## src/rtl/fft_input_loader_if.sv

```systemverilog
// Handshake/bus bundle between the FFT input loader and its neighbours:
// control (start/length/buffer), sample stream, FFT memory write port, status.
interface fft_input_loader_if #(
  parameter int MAX_LOG2   = 10,
  parameter int DATA_WIDTH = 32,
  parameter int ADDR_WIDTH = 16
);
  logic                  start_i;
  logic [3:0]            length_log2_i;
  logic                  buffer_sel_i;
  logic [DATA_WIDTH-1:0] s_data_i;
  logic                  s_valid_i;
  logic                  s_last_i;
  logic                  s_ready_o;
  logic [ADDR_WIDTH-1:0] mem_addr_o;
  logic [DATA_WIDTH-1:0] mem_data_o;
  logic                  mem_write_o;
  logic                  mem_ready_i;
  logic                  busy_o;
  logic                  done_o;
  logic                  error_o;
  logic [MAX_LOG2:0]     sample_count_o;

  // Loader side
  modport slave (
    input  start_i, length_log2_i, buffer_sel_i, s_data_i, s_valid_i, s_last_i,
           mem_ready_i,
    output s_ready_o, mem_addr_o, mem_data_o, mem_write_o, busy_o, done_o,
           error_o, sample_count_o
  );

  // Driver side (stream source, controller, memory model)
  modport master (
    output start_i, length_log2_i, buffer_sel_i, s_data_i, s_valid_i, s_last_i,
           mem_ready_i,
    input  s_ready_o, mem_addr_o, mem_data_o, mem_write_o, busy_o, done_o,
           error_o, sample_count_o
  );
endinterface

```

## src/rtl/fft_input_loader.sv

```systemverilog
// FFT input loader: accepts a valid/ready stream of packed complex samples and
// writes each one into the selected ping-pong buffer at its bit-reversed index
// (length_log2 bits), one write per cycle, one cycle after acceptance.
// Optional macro FFT_LOADER_ZEROPAD_EN: an early s_last zero-pads the rest of
// the frame instead of flagging an error.
module fft_input_loader #(
  parameter int MAX_LOG2   = 10,
  parameter int DATA_WIDTH = 32,
  parameter int ADDR_WIDTH = 16
) (
  input logic                clk_i,
  input logic                reset_n_i,
  fft_input_loader_if.slave  bus
);
  localparam int CW = MAX_LOG2 + 1;

  typedef enum logic [2:0] {
    IDLE = 3'd0,
    LOAD = 3'd1,
    DONE = 3'd2,
    ERR  = 3'd3
`ifdef FFT_LOADER_ZEROPAD_EN
    ,PAD = 3'd4
`endif
  } state_t;

  state_t                state_q;
  logic [3:0]            len_q;
  logic [CW-1:0]         n_q;
  logic [CW-1:0]         count_q;
  logic [ADDR_WIDTH-1:0] base_q;
  logic [ADDR_WIDTH-1:0] mem_addr_q;
  logic [DATA_WIDTH-1:0] mem_data_q;
  logic                  mem_write_q;
  logic                  done_q;
  logic                  error_q;
  logic                  accept;
  logic                  final_beat;
  logic                  len_legal;

  // Buffer address for a sample count: base plus low len_q bits reversed
  function automatic logic [ADDR_WIDTH-1:0] wr_addr(input logic [CW-1:0] cnt);
    logic [MAX_LOG2-1:0] rev;
    for (int i = 0; i < MAX_LOG2; i++) rev[i] = cnt[MAX_LOG2-1-i];
    rev = rev >> (MAX_LOG2 - int'(len_q));
    return base_q + ADDR_WIDTH'(rev);
  endfunction

  assign len_legal  = (int'(bus.length_log2_i) >= 3) && (int'(bus.length_log2_i) <= MAX_LOG2);
  assign final_beat = (count_q == n_q - CW'(1));

  assign bus.s_ready_o      = (state_q == LOAD) && bus.mem_ready_i && (count_q < n_q);
  assign accept             = bus.s_valid_i && bus.s_ready_o;
`ifdef FFT_LOADER_ZEROPAD_EN
  assign bus.busy_o         = (state_q == LOAD) || (state_q == PAD);
`else
  assign bus.busy_o         = (state_q == LOAD);
`endif
  assign bus.mem_addr_o     = mem_addr_q;
  assign bus.mem_data_o     = mem_data_q;
  assign bus.mem_write_o    = mem_write_q;
  assign bus.done_o         = done_q;
  assign bus.error_o        = error_q;
  assign bus.sample_count_o = count_q;

  // Control FSM with registered write port and status outputs
  always_ff @(posedge clk_i or negedge reset_n_i) begin
    if (!reset_n_i) begin
      state_q     <= IDLE;
      len_q       <= '0;
      n_q         <= '0;
      count_q     <= '0;
      base_q      <= '0;
      mem_addr_q  <= '0;
      mem_data_q  <= '0;
      mem_write_q <= 1'b0;
      done_q      <= 1'b0;
      error_q     <= 1'b0;
    end else begin
      mem_write_q <= 1'b0;
      done_q      <= 1'b0;
      case (state_q)
        IDLE: begin
          if (bus.start_i) begin
            if (len_legal) begin
              len_q   <= bus.length_log2_i;
              n_q     <= CW'(1) << bus.length_log2_i;
              base_q  <= ADDR_WIDTH'(bus.buffer_sel_i) << MAX_LOG2;
              count_q <= '0;
              error_q <= 1'b0;
              state_q <= LOAD;
            end else begin
              error_q <= 1'b1;
              state_q <= ERR;
            end
          end
        end
        LOAD: begin
          if (accept) begin
            mem_write_q <= 1'b1;
            mem_addr_q  <= wr_addr(count_q);
            mem_data_q  <= bus.s_data_i;
            count_q     <= count_q + CW'(1);
            if (final_beat) begin
              state_q <= DONE;
              done_q  <= 1'b1;
              // Frame complete but untagged: still done, flagged as missing last
              if (!bus.s_last_i) error_q <= 1'b1;
            end else if (bus.s_last_i) begin
`ifdef FFT_LOADER_ZEROPAD_EN
              state_q <= PAD;
`else
              state_q <= ERR;
              error_q <= 1'b1;
`endif
            end
          end
        end
`ifdef FFT_LOADER_ZEROPAD_EN
        // Fill the remaining indices with zero samples; the last one ends the load
        PAD: begin
          if (bus.mem_ready_i) begin
            mem_write_q <= 1'b1;
            mem_addr_q  <= wr_addr(count_q);
            mem_data_q  <= '0;
            count_q     <= count_q + CW'(1);
            if (final_beat) begin
              state_q <= DONE;
              done_q  <= 1'b1;
            end
          end
        end
`endif
        DONE:    state_q <= IDLE;
        ERR:     state_q <= IDLE;
        default: state_q <= IDLE;
      endcase
    end
  end
endmodule

```

## src/flat_wrapper.sv

```systemverilog
// flat-port wrapper written by rule: the top's interface ports become plain ports
module fft_input_loader_flat 
#(
  parameter int MAX_LOG2   = 10,
  parameter int DATA_WIDTH = 32,
  parameter int ADDR_WIDTH = 16
)
  (clk_i, reset_n_i, bus_start_i, bus_length_log2_i, bus_buffer_sel_i, bus_s_data_i, bus_s_valid_i, bus_s_last_i, bus_mem_ready_i, bus_s_ready_o, bus_mem_addr_o, bus_mem_data_o, bus_mem_write_o, bus_busy_o, bus_done_o, bus_error_o, bus_sample_count_o);
  fft_input_loader_if #(.MAX_LOG2(MAX_LOG2), .DATA_WIDTH(DATA_WIDTH), .ADDR_WIDTH(ADDR_WIDTH)) bus_i ();
  input logic clk_i;
  input logic reset_n_i;
  input wire logic [$bits(bus_i.start_i)-1:0] bus_start_i;
  input wire logic [$bits(bus_i.length_log2_i)-1:0] bus_length_log2_i;
  input wire logic [$bits(bus_i.buffer_sel_i)-1:0] bus_buffer_sel_i;
  input wire logic [$bits(bus_i.s_data_i)-1:0] bus_s_data_i;
  input wire logic [$bits(bus_i.s_valid_i)-1:0] bus_s_valid_i;
  input wire logic [$bits(bus_i.s_last_i)-1:0] bus_s_last_i;
  input wire logic [$bits(bus_i.mem_ready_i)-1:0] bus_mem_ready_i;
  output wire logic [$bits(bus_i.s_ready_o)-1:0] bus_s_ready_o;
  output wire logic [$bits(bus_i.mem_addr_o)-1:0] bus_mem_addr_o;
  output wire logic [$bits(bus_i.mem_data_o)-1:0] bus_mem_data_o;
  output wire logic [$bits(bus_i.mem_write_o)-1:0] bus_mem_write_o;
  output wire logic [$bits(bus_i.busy_o)-1:0] bus_busy_o;
  output wire logic [$bits(bus_i.done_o)-1:0] bus_done_o;
  output wire logic [$bits(bus_i.error_o)-1:0] bus_error_o;
  output wire logic [$bits(bus_i.sample_count_o)-1:0] bus_sample_count_o;
  assign bus_i.start_i = bus_start_i;
  assign bus_i.length_log2_i = bus_length_log2_i;
  assign bus_i.buffer_sel_i = bus_buffer_sel_i;
  assign bus_i.s_data_i = bus_s_data_i;
  assign bus_i.s_valid_i = bus_s_valid_i;
  assign bus_i.s_last_i = bus_s_last_i;
  assign bus_i.mem_ready_i = bus_mem_ready_i;
  assign bus_s_ready_o = bus_i.s_ready_o;
  assign bus_mem_addr_o = bus_i.mem_addr_o;
  assign bus_mem_data_o = bus_i.mem_data_o;
  assign bus_mem_write_o = bus_i.mem_write_o;
  assign bus_busy_o = bus_i.busy_o;
  assign bus_done_o = bus_i.done_o;
  assign bus_error_o = bus_i.error_o;
  assign bus_sample_count_o = bus_i.sample_count_o;
  fft_input_loader #(.MAX_LOG2(MAX_LOG2), .DATA_WIDTH(DATA_WIDTH), .ADDR_WIDTH(ADDR_WIDTH)) u_core (.clk_i(clk_i), .reset_n_i(reset_n_i), .bus(bus_i));
endmodule
```

## config.mk

```make
export PLATFORM = sky130hd
export DESIGN_NAME = fft_input_loader_flat
export DESIGN_NICKNAME = d
export VERILOG_FILES = /design/src/rtl/fft_input_loader_if.sv /design/src/rtl/fft_input_loader.sv /design/src/flat_wrapper.sv
export SDC_FILE = /design/constraint.sdc
export NUM_CORES = 1
export LEC_CHECK = 0
export BUFFER_PORTS_ARGS = -buffer_cell sky130_fd_sc_hd__buf_4
export CAP_MARGIN = 20
export CORE_MARGIN = 1.5
export CORE_UTILIZATION = 35
export DETAILED_ROUTE_END_ITERATION = 10
export GPL_TIMING_DRIVEN = 0
export PLACE_DENSITY_LB_ADDON = 0.2
export SLEW_MARGIN = 20
export SYNTH_ARGS = -nofsm -noshare
export SYNTH_HDL_FRONTEND = slang
export SYNTH_SLANG_ARGS = --single-unit
```

## constraint.sdc

```tcl
create_clock -name clk_i -period 5.51 [get_ports clk_i]
set_input_delay 0.551 -clock clk_i [delete_from_list [all_inputs] [get_ports clk_i]]
set_output_delay 0.551 -clock clk_i [all_outputs]
set_load 0.005 [all_outputs]
```

==> results.yml, run 1 <==
timing:
  worstMarginPinSlew_ps: 945
  final_max_slew_viol_count: 0
  fin_crit_sh_pct: 53.9
  rsz0062_at_grt: "false"
  hold_ws_ps: 365
  worst_slack_ps: 2540
  period_minus_slack_ps: 2970
  relSlewSlack_pct: 37.0
  worst_clock_skew_ps: 7.84
  setup_viol: 0
  finalHoldViolations: 0
  tns_ps: 0
  fmax_mhz: 337
clocking:
  cts_sinks: 75
  cts-root-buf: "clkbuf_16"
  cts_tree: "yes"
  ctsResizeCount: 0
  post_cts_buffers: 0
  clkLatencyLatePin_ps: 330
  clkTransAtPathRegs_ps: 60
  cts.hold.buffers_added: 0
  cts_buffers: 9
  h-tree-depth: 3
  clk_path_buf_depth: 2
critical_path:
  r2r-start: "u_core.bus.sample_count_o[8]"
  required_ps: 5700
  r2r_end: "u_core.bus.sample_count_o[4]"
  worstSetupEndpointType: "flip-flop"
  crit_arrival_ps: 3160
  cp-start-kind: "flip-flop"
  worst-r2r-cell-count: 10
  worstSetupPathType: "flip-flop to flip-flop"
  r2r_slack_ps: 2540
  cp_max_fo: 10
route:
  avgRoutedWirePerCell_microns: 16.1
  firstDrtPassIters: 8
  totalWireLength_microns: 10700
  via_count: 3481
  avgViaCountPerCell: 5.25
  drt_iter0_drc: 182
  post-route-drc-count: 5
  drtAntennaViolNets: 0
floorplanning:
  core_area_sq_mm: 0.0115
  boundaryPins: 107
  num_rows: 39
  die_w_microns: 112
  dieHeight_microns: 112
  fp.dieArea_sq_mm: 0.0125
  start_util_pct: 36.1
global_route:
  top_usage_layer: "met2"
  grt_max_degree: 76
  overflow: 0
  first_global_vias: 3523
  met3_usage_pct: 2.72
  track_usage_pct: 17.7
  grt_util_met1_pct: 24.3
  grt_pass1_wl_microns: 17800
  met2_usage_pct: 28.0
  antenna_found_initial: 0
finish:
  areaGrowthSynthToFinish_pct: 30.3
  layout.nets: 572
  fill_cells: 1100
  n_antenna_cell: 0
  drive_above_1_share_pct: 33.5
logic_synthesis:
  yosys-top-cells-count: "dfrtp_1, mux2_2, nand2_1"
  synth_top_area_share_pct: 45.2
  synth_edf_count: 0
  yosysMostFrequentCell: "dfrtp_1"
  seq_area_frac_synth_pct: 45.2
  yosysWarningCount: 0
  synth_top_area_cell: "dfrtp_1"
  syn-cell-area_sq_mm: 0.00416
  async_flop_share_pct: 100
  synth_cells: 399
  post_synth_num_cell_types: 59
  syn_avg_cell_area_sq_um: 10.4
  synth_ff_type: "dfrtp_1"
  synth_area_leaders: "dfrtp_1, mux2_2, ha_1"
  ys_seq_elements: 75
status:
  violations: "design-rule violations"
  status: "finished, violations left"
run:
  maxCapViolCount: 0
placement:
  port_buffers: 101
  gp_congestion: 0.834
  dp_hpwl_microns: 7860
  place_ws_ps: 2530
power:
  ir_drop_v: 0.000217
  powerDensity_mw_per_mm2: 523
  total_leakage_power_nw: 2.44
worst_hold_path:
  hold_class: "input port to async pin"
## layer usage
metal,vias to the layer above,routed length (microns)
met3,17,480
li1,1687,-
met2,105,4950
met4,0,257
met1,1672,4990
met5,-,0
## kinds of logic (layout without fill, tap and decap cells)
kind of cell / after synthesis / in the layout / share of synthesized area, %
buffers and inverters: 45 / 162 / 4.79
XOR/XNOR: 14 / 14 / 2.95
multiplexers: 48 / 48 / 13.4
adder cells (fa/ha/maj): 14 / 14 / 4.22
AND/OR/NAND/NOR: 112 / 112 / 14.3
flip-flops: 75 / 75 / 45.2
other: 1 / 5 / 0.0902
AO/OA/AOI/OAI: 90 / 90 / 15.1
## through the flow
| stage | area (sq um) | power (mW) | std cells | utilization (%) |
|---|---|---|---|---|
| after floorplan | 4170 | 1.70 | 403 | - |
| after global placement | 5110 | 2.20 | 647 | 44.4 |
| after detailed placement | 5110 | 2.23 | 647 | 44.4 |
| after CTS | 5420 | 2.86 | 663 | 47.0 |
| after global routing | 5420 | 3.05 | 663 | 47.0 |
| final | 5420 | 2.83 | 663 | 47.0 |
## power breakdown
group	switching [mW]	internal, mW	total [mW]
Sequential	0.164	0.760	0.923
Combinational	0.631	0.667	1.30
Clock	0.251	0.359	0.610
Total	1.05	1.79	2.83
## registers in the layout, indices dropped and copies added, names as in the netlist
signal,cells
u_core.bus.mem_data_o,32
u_core.bus.mem_addr_o,11
u_core.bus.sample_count_o,11
u_core.n_q,11
u_core.len_q,4
u_core.state_q,2
u_core.base_q,1
u_core.bus.done_o,1
u_core.bus.error_o,1
u_core.bus.mem_write_o,1
## how the worst max path moves through the flow
stage                                            start                      endpoint  cells past startpoint
after global placement    u_core.bus.sample_count_o[8]     u_core.bus.mem_data_o[10]                      7
after floorplan           u_core.bus.sample_count_o[8]     u_core.bus.mem_data_o[10]                      7
after detailed placement  u_core.bus.sample_count_o[8]      u_core.bus.mem_data_o[6]                      7
after CTS                 u_core.bus.sample_count_o[8]     u_core.bus.mem_data_o[11]                      7
after global routing      u_core.bus.sample_count_o[8]  u_core.bus.sample_count_o[4]                     10
final                     u_core.bus.sample_count_o[8]  u_core.bus.sample_count_o[4]                     10
## critical path, stage by stage, from the launching register on
cell and delay, ps:
dfrtp_1 520, ha_1 370, a211oi_1 270, o2111a_1 300, o2111ai_4 270, inv_2 250, and2_1 150, clkbuf_1 340
nand3_1 130, a21oi_1 150, a21oi_1 90
## placed cells by master (no fill, tap or decap), drive strengths merged, types with 2 or more instances in the layout
| master | count |
|---|---|
| o31ai | 13 |
| a211oi | 4 |
| xor2 | 5 |
| nand2b | 12 |
| o41ai | 7 |
| clkinvlp | 2 |
| xnor2 | 9 |
| nor2b | 5 |
| buf | 115 |
| dfrtp | 75 |
| nor4b | 2 |
| inv | 20 |
| clkbuf | 24 |
| mux2i | 4 |
| a21oi | 27 |
| o21ai | 13 |
| o2111ai | 2 |
| nand4 | 7 |
| conb | 5 |
| mux2 | 42 |
| nor3 | 7 |
| mux4 | 2 |
| a31oi | 5 |
| nand2 | 30 |
| a211o | 2 |
| and2 | 6 |
| a311oi | 2 |
| ha | 14 |
| nor2 | 19 |
| or4 | 3 |
| or3 | 4 |
| nand3 | 11 |
## layout make-up
class	instances	area, sq um	share of cell area (%)
Buffer	29	139	2.56
Clock buffer	9	225	4.16
Clock inverter	7	82.6	1.52
Inverter	16	60.1	1.11
Multi-Input combinational cell	283	2090	38.7
Sequential cell	75	1880	34.7
Tap cell	143	179	3.30
Timing Repair Buffer	101	758	14.0
Note: power is estimated with default switching activity, not from simulation.
==> run 2: changes to the inputs <==
- ABC_AREA: unset -> 1
- clock period: 5.51 -> 2.7 ns (I/O delays scaled with it)
==> run 2 against run 1 <==
  * The flow now finishes without violations
  * Sequential power rose by 86%
  * Clock skew fell by 0.85 ps
  * Power rose by 89%
  * Sequential cell count did not move
  * Register-to-register slack got worse by 2300 ps
  * Non-clock buffer count fell by 9
  * Cell count rose by 30%
  * Count of clock-buffer cells in the layout rose by 1
  * First-iteration DRC count rose by 26%
  * Fmax rose by 20%
  * Critical endpoint is now u_core.bus.mem_data_o[23]
==> results.yml, run 2 <==
route:
  drtAntennaViolNets: 0
  drt_iter0_drc: 230
  via_count: 4166
  post-route-drc-count: 0
  firstDrtPassIters: 5
  avgViaCountPerCell: 4.85
  totalWireLength_microns: 11600
  avgRoutedWirePerCell_microns: 13.5
critical_path:
  crit_path_max_incr_delay_ps: 460
  slowest_stage: "dfrtp_1"
  worstSetupEndpointType: "flip-flop"
  cp-start-kind: "flip-flop"
  worstSetupPathType: "flip-flop to flip-flop"
  cp_max_fo: 10
  critPathBufInv: 2
  crit_arrival_ps: 2710
  path_cells: "ha_1 -> nand2_1 -> nor2_1 -> nand4_1 -> nor2_1 -> nor2_2 -> nand3_2 -> clkinv_1 -> buf_2 -> nand2_1 -> nand2_1"
  crit_path_frequent_cell: "nand2_1"
  required_ps: 2930
  crit_family: "simple AND/OR/NAND/NOR gates"
timing:
  fmax_mhz: 404
  finalHoldViolations: 0
  final_max_slew_viol_count: 0
  worst_clock_skew_ps: 7.00
  tns_ps: 0
  setup_viol: 0
  worstMarginPinSlew_ps: 988
  fin_crit_sh_pct: 91.6
  rsz0062_at_grt: "false"
  relSlewSlack_pct: 34.1
  period_minus_slack_ps: 2470
  hold_ws_ps: 78.8
logic_synthesis:
  syn_avg_cell_area_sq_um: 7.30
  async_flop_share_pct: 100
  post_synth_num_cell_types: 40
  seq_area_frac_synth_pct: 43.5
  yosys-top-cells-count: "nand2_1, dfrtp_1, inv_1"
  synth_cells: 591
  synth_edf_count: 0
  syn-cell-area_sq_mm: 0.00431
  yosysWarningCount: 0
  synth_area_leaders: "dfrtp_1, nand2_1, inv_1"
  synth_top_area_share_pct: 43.5
  ys_seq_elements: 75
  synth_top_area_cell: "dfrtp_1"
  synth_ff_type: "dfrtp_1"
  yosysMostFrequentCell: "nand2_1"
global_route:
  grt_pass1_wl_microns: 18800
  overflow: 0
  antenna_found_initial: 0
  first_global_vias: 3832
  track_usage_pct: 18.5
  grt_max_degree: 76
clocking:
  cts_tree: "yes"
  clkLatencyLatePin_ps: 340
  clk_path_buf_depth: 2
  cts-root-buf: "clkbuf_16"
  h-tree-depth: 3
  cts_sinks: 75
  cts.hold.buffers_added: 0
  post_cts_buffers: 0
  cts_buffers: 9
  clkTransAtPathRegs_ps: 60
  ctsResizeCount: 0
finish:
  drive_above_1_share_pct: 21.5
  largest_reg_flops: 32
  final_common_cell: "nand2_1"
  fill_cells: 1218
  multiInputGateArea_sq_mm: 0.00207
  regArea_sq_mm: 0.00188
  layout.nets: 764
  layout_common_cells: "nand2_1, buf_4, dfrtp_1"
  final_core_util_pct: 46.5
  areaGrowthSynthToFinish_pct: 29.4
  n_antenna_cell: 0
floorplanning:
  boundaryPins: 107
  die_w_microns: 114
  dieHeight_microns: 114
  core_area_sq_mm: 0.0120
  start_util_pct: 35.9
  fp.dieArea_sq_mm: 0.0130
  num_rows: 40
placement:
  gp_congestion: 0.843
  dp_hpwl_microns: 8860
  port_buffers: 101
run:
  maxCapViolCount: 0
status:
  status: "finished clean"
power:
  powerDensity_mw_per_mm2: 960
  ir_drop_v: 0.000496
  total_leakage_power_nw: 3.04
worst_hold_path:
  hold_class: "input port to async pin"
## run 2: cell count changes after synthesis, moves of 10 or more
cell | before | now
nor2_1 | 19 | 49
nand3_1 | 11 | 35
a21oi_1 | 27 | 8
nand2_1 | 30 | 223
inv_1 | 15 | 67
clkbuf_1 | 15 | 5
mux2_2 | 42 | 0
o21ai_0 | 11 | 38
o31ai_1 | 13 | 0
nand2b_1 | 12 | 0
## run 2: kinds of logic after synthesis
group,Yosys count,share of synthesized area (%)
other,1,0.0869
XOR/XNOR,7,1.42
adder cells (fa/ha/maj),14,4.06
buffers and inverters,91,8.79
AND/OR/NAND/NOR,338,32.9
AO/OA/AOI/OAI,65,9.25
flip-flops,75,43.5
## run 2: metal layers
metal,share of wire (%),GRT usage [%]
met4,1.3,5.33
met2,49,29.9
met5,0,0
met1,46,25.2
met3,4.3,3.61
## run 2: area by class of cell
class	instances	area share [%]
Multi-Input combinational cell	429	37.1
Sequential cell	75	33.6
Timing Repair Buffer	101	13.6
Inverter	71	4.77
Clock buffer	10	4.28
Tap cell	147	3.30
Buffer	20	2.02
Clock inverter	6	1.28
## run 2: per-stage QoR
stage	area, sq um	power, mW	setup WS [ps]	std cells
6_report	5580	5.36	226	859
2_1_floorplan	4330	3.19	827	595
3_3_place_gp	5270	4.04	272	843
3_5_place_dp	5270	4.12	242	843
5_1_grt	5580	5.81	36.8	859
4_1_cts	5580	5.40	188	859
## run 2: path summary, 6_finish.rpt
kind                       depth (start not counted)                         to                           from  slack (ps)
hold / removal                                     1             u_core.n_q[10]                      reset_n_i          80
hold reg to reg                                    2   u_core.bus.mem_addr_o[1]       u_core.bus.mem_addr_o[1]         480
min in group clk_i                                 3  u_core.bus.mem_data_o[19]               bus_s_data_i[19]         120
max in group asynchronous                          1   u_core.bus.mem_addr_o[6]                      reset_n_i        1970
setup / recovery                                  11  u_core.bus.mem_data_o[23]  u_core.bus.sample_count_o[10]         230
setup reg to reg                                  11  u_core.bus.mem_data_o[23]  u_core.bus.sample_count_o[10]         230
## run 2: power by group
group	total, mW	internal [mW]	switching, mW
Combinational	2.38	0.987	1.39
Sequential	1.72	1.48	0.245
Clock	1.26	0.751	0.507
Total	5.36	3.21	2.14
## run 2: worst register-to-register path, stage by stage, from the launching register on
cell	delay, ps
dfrtp_1	460
ha_1	340
nand2_1	70
nor2_1	200
nand4_1	100
nor2_1	160
nor2_2	60
nand3_2	170
clkinv_1	360
buf_2	310
nand2_1	90
nand2_1	50
==> run 3: changes to the inputs <==
- RECOVER_POWER: unset -> 25
==> run 3 against run 2 <==
  * The run now ends with max-capacitance violations, max-slew violations left
  * Power barely moved
  * Count of clock-buffer cells in the layout is the same
  * Sequential cell count unchanged
  * Setup slack about the same
  * Via count hardly changed
  * First-iteration DRC count is the same
  * Clock skew barely moved
  * Core utilization is essentially flat
  * Clock power is essentially flat
  * Non-clock buffer count did not move
  * Combinational power barely moved
  * Critical endpoint unchanged
  * Largest power group unchanged
==> results.yml, run 3 (synthesized netlist as in run 2, its figures left out) <==
timing:
  tns_ps: 0
  finalHoldViolations: 0
  relSlewSlack_pct: -29.4
  worst_slack_ps: 226
  hold_ws_ps: 121
  worst_clock_skew_ps: 7.00
  fin_crit_sh_pct: 91.6
  period_minus_slack_ps: 2470
  worstMarginPinSlew_ps: 1940
  setup_viol: 0
  rsz0062_at_grt: "false"
  fmax_mhz: 404
  final_max_slew_viol_count: 76
clocking:
  clkTransAtPathRegs_ps: 60
  h-tree-depth: 3
  clk_path_buf_depth: 2
  cts.hold.buffers_added: 0
  cts-root-buf: "clkbuf_16"
  clkLatencyLatePin_ps: 340
  ctsResizeCount: 0
  cts_sinks: 75
  cts_buffers: 9
  post_cts_buffers: 0
  cts_tree: "yes"
floorplanning:
  core_area_sq_mm: 0.0120
  boundaryPins: 107
  dieHeight_microns: 114
  start_util_pct: 35.9
  die_w_microns: 114
  fp.dieArea_sq_mm: 0.0130
  num_rows: 40
run:
  maxCapViolCount: 1
finish:
  n_antenna_cell: 0
  areaGrowthSynthToFinish_pct: 29.3
  drive_above_1_share_pct: 21.5
  layout.nets: 764
  final_common_cell: "nand2_1"
  layout_common_cells: "nand2_1, buf_4, dfrtp_1"
  largest_reg_flops: 32
critical_path:
  worst-r2r-cell-count: 11
  crit_family: "simple AND/OR/NAND/NOR gates"
  worstSetupPathType: "flip-flop to flip-flop"
  cp_num_cells: 11
  crit_path_frequent_cell: "nand2_1"
  crit_arrival_ps: 2710
  cp_max_fo: 10
  critPathBufInv: 2
  crit_path_max_incr_delay_ps: 460
  slowest_stage: "dfrtp_1"
  worstSetupEndpointType: "flip-flop"
  required_ps: 2930
  cp-start-kind: "flip-flop"
  path_cells: "ha_1 -> nand2_1 -> nor2_1 -> nand4_1 -> nor2_1 -> nor2_2 -> nand3_2 -> clkinv_1 -> buf_2 -> nand2_1 -> nand2_1"
status:
  status: "finished, violations left"
  violations: "max-capacitance violations, max-slew violations"
global_route:
  antenna_found_initial: 0
  track_usage_pct: 18.5
  first_global_vias: 3832
  met3_usage_pct: 3.61
  overflow: 0
  grt_max_degree: 76
  met2_usage_pct: 29.9
  top_usage_layer: "met2"
  grt_pass1_wl_microns: 18800
  grt_util_met1_pct: 25.2
placement:
  place_ws_ps: 242
  port_buffers: 101
  dp_hpwl_microns: 8860
  gp_congestion: 0.843
power:
  ir_drop_v: 0.000496
  powerDensity_mw_per_mm2: 960
  total_leakage_power_nw: 3.04
  design_power_total_mw: 5.36
route:
  avgViaCountPerCell: 4.85
  post-route-drc-count: 0
  firstDrtPassIters: 5
  via_count: 4167
  totalWireLength_microns: 11600
  drt_iter0_drc: 230
  avgRoutedWirePerCell_microns: 13.5
  drtAntennaViolNets: 0
worst_hold_path:
  whs_path_depth: 3
  hold_class: "input port to flip-flop"
[run 3: worst paths after layout]
path	startpoint	endpoint	slack (ps)
min reg2reg	u_core.bus.mem_addr_o[1]	u_core.bus.mem_addr_o[1]	480
max reg2reg	u_core.bus.sample_count_o[10]	u_core.bus.mem_data_o[23]	230
min	bus_s_data_i[19]	u_core.bus.mem_data_o[19]	120
min in group asynchronous	reset_n_i	u_core.n_q[10]	460
max	u_core.bus.sample_count_o[10]	u_core.bus.mem_data_o[23]	230
max in group asynchronous	reset_n_i	u_core.bus.mem_addr_o[6]	1090
[run 3: per-stage QoR]
stage                     cells  utilization, %  area [sq um]
after detailed placement    843            43.9          5270
after CTS                   859            46.5          5580
after floorplan             595               -          4330
after global routing        859            46.4          5580
after global placement      843            43.9          5270
final                       859            46.4          5580
[run 3: power breakdown]
group	internal [mW]	total (mW)	switching [mW]
Clock	0.751	1.26	0.507
Combinational	0.987	2.38	1.39
Sequential	1.48	1.72	0.245
[run 3: layout make-up]
class	count	area (sq um)
well taps	147	184
multi-input cells	429	2070
plain buffers	20	113
inverters	71	267
repair buffers	101	756
clock buffers	10	239
clock inverters	6	71.3
flip-flops and latches	75	1880
fillers	1219	6430
[run 3: tightest hold or removal path, stage by stage]
cell and delay [ps]:
buf_4 70, nand2_1 40, nand2_1 50
[run 3: per-layer routing]
metal / part of all wire (%) / vias to the layer above
li1: - / 2101
met1: 46 / 1953
met2: 49 / 103
met3: 4.3 / 10
met4: 1.3 / 0
met5: 0 / -
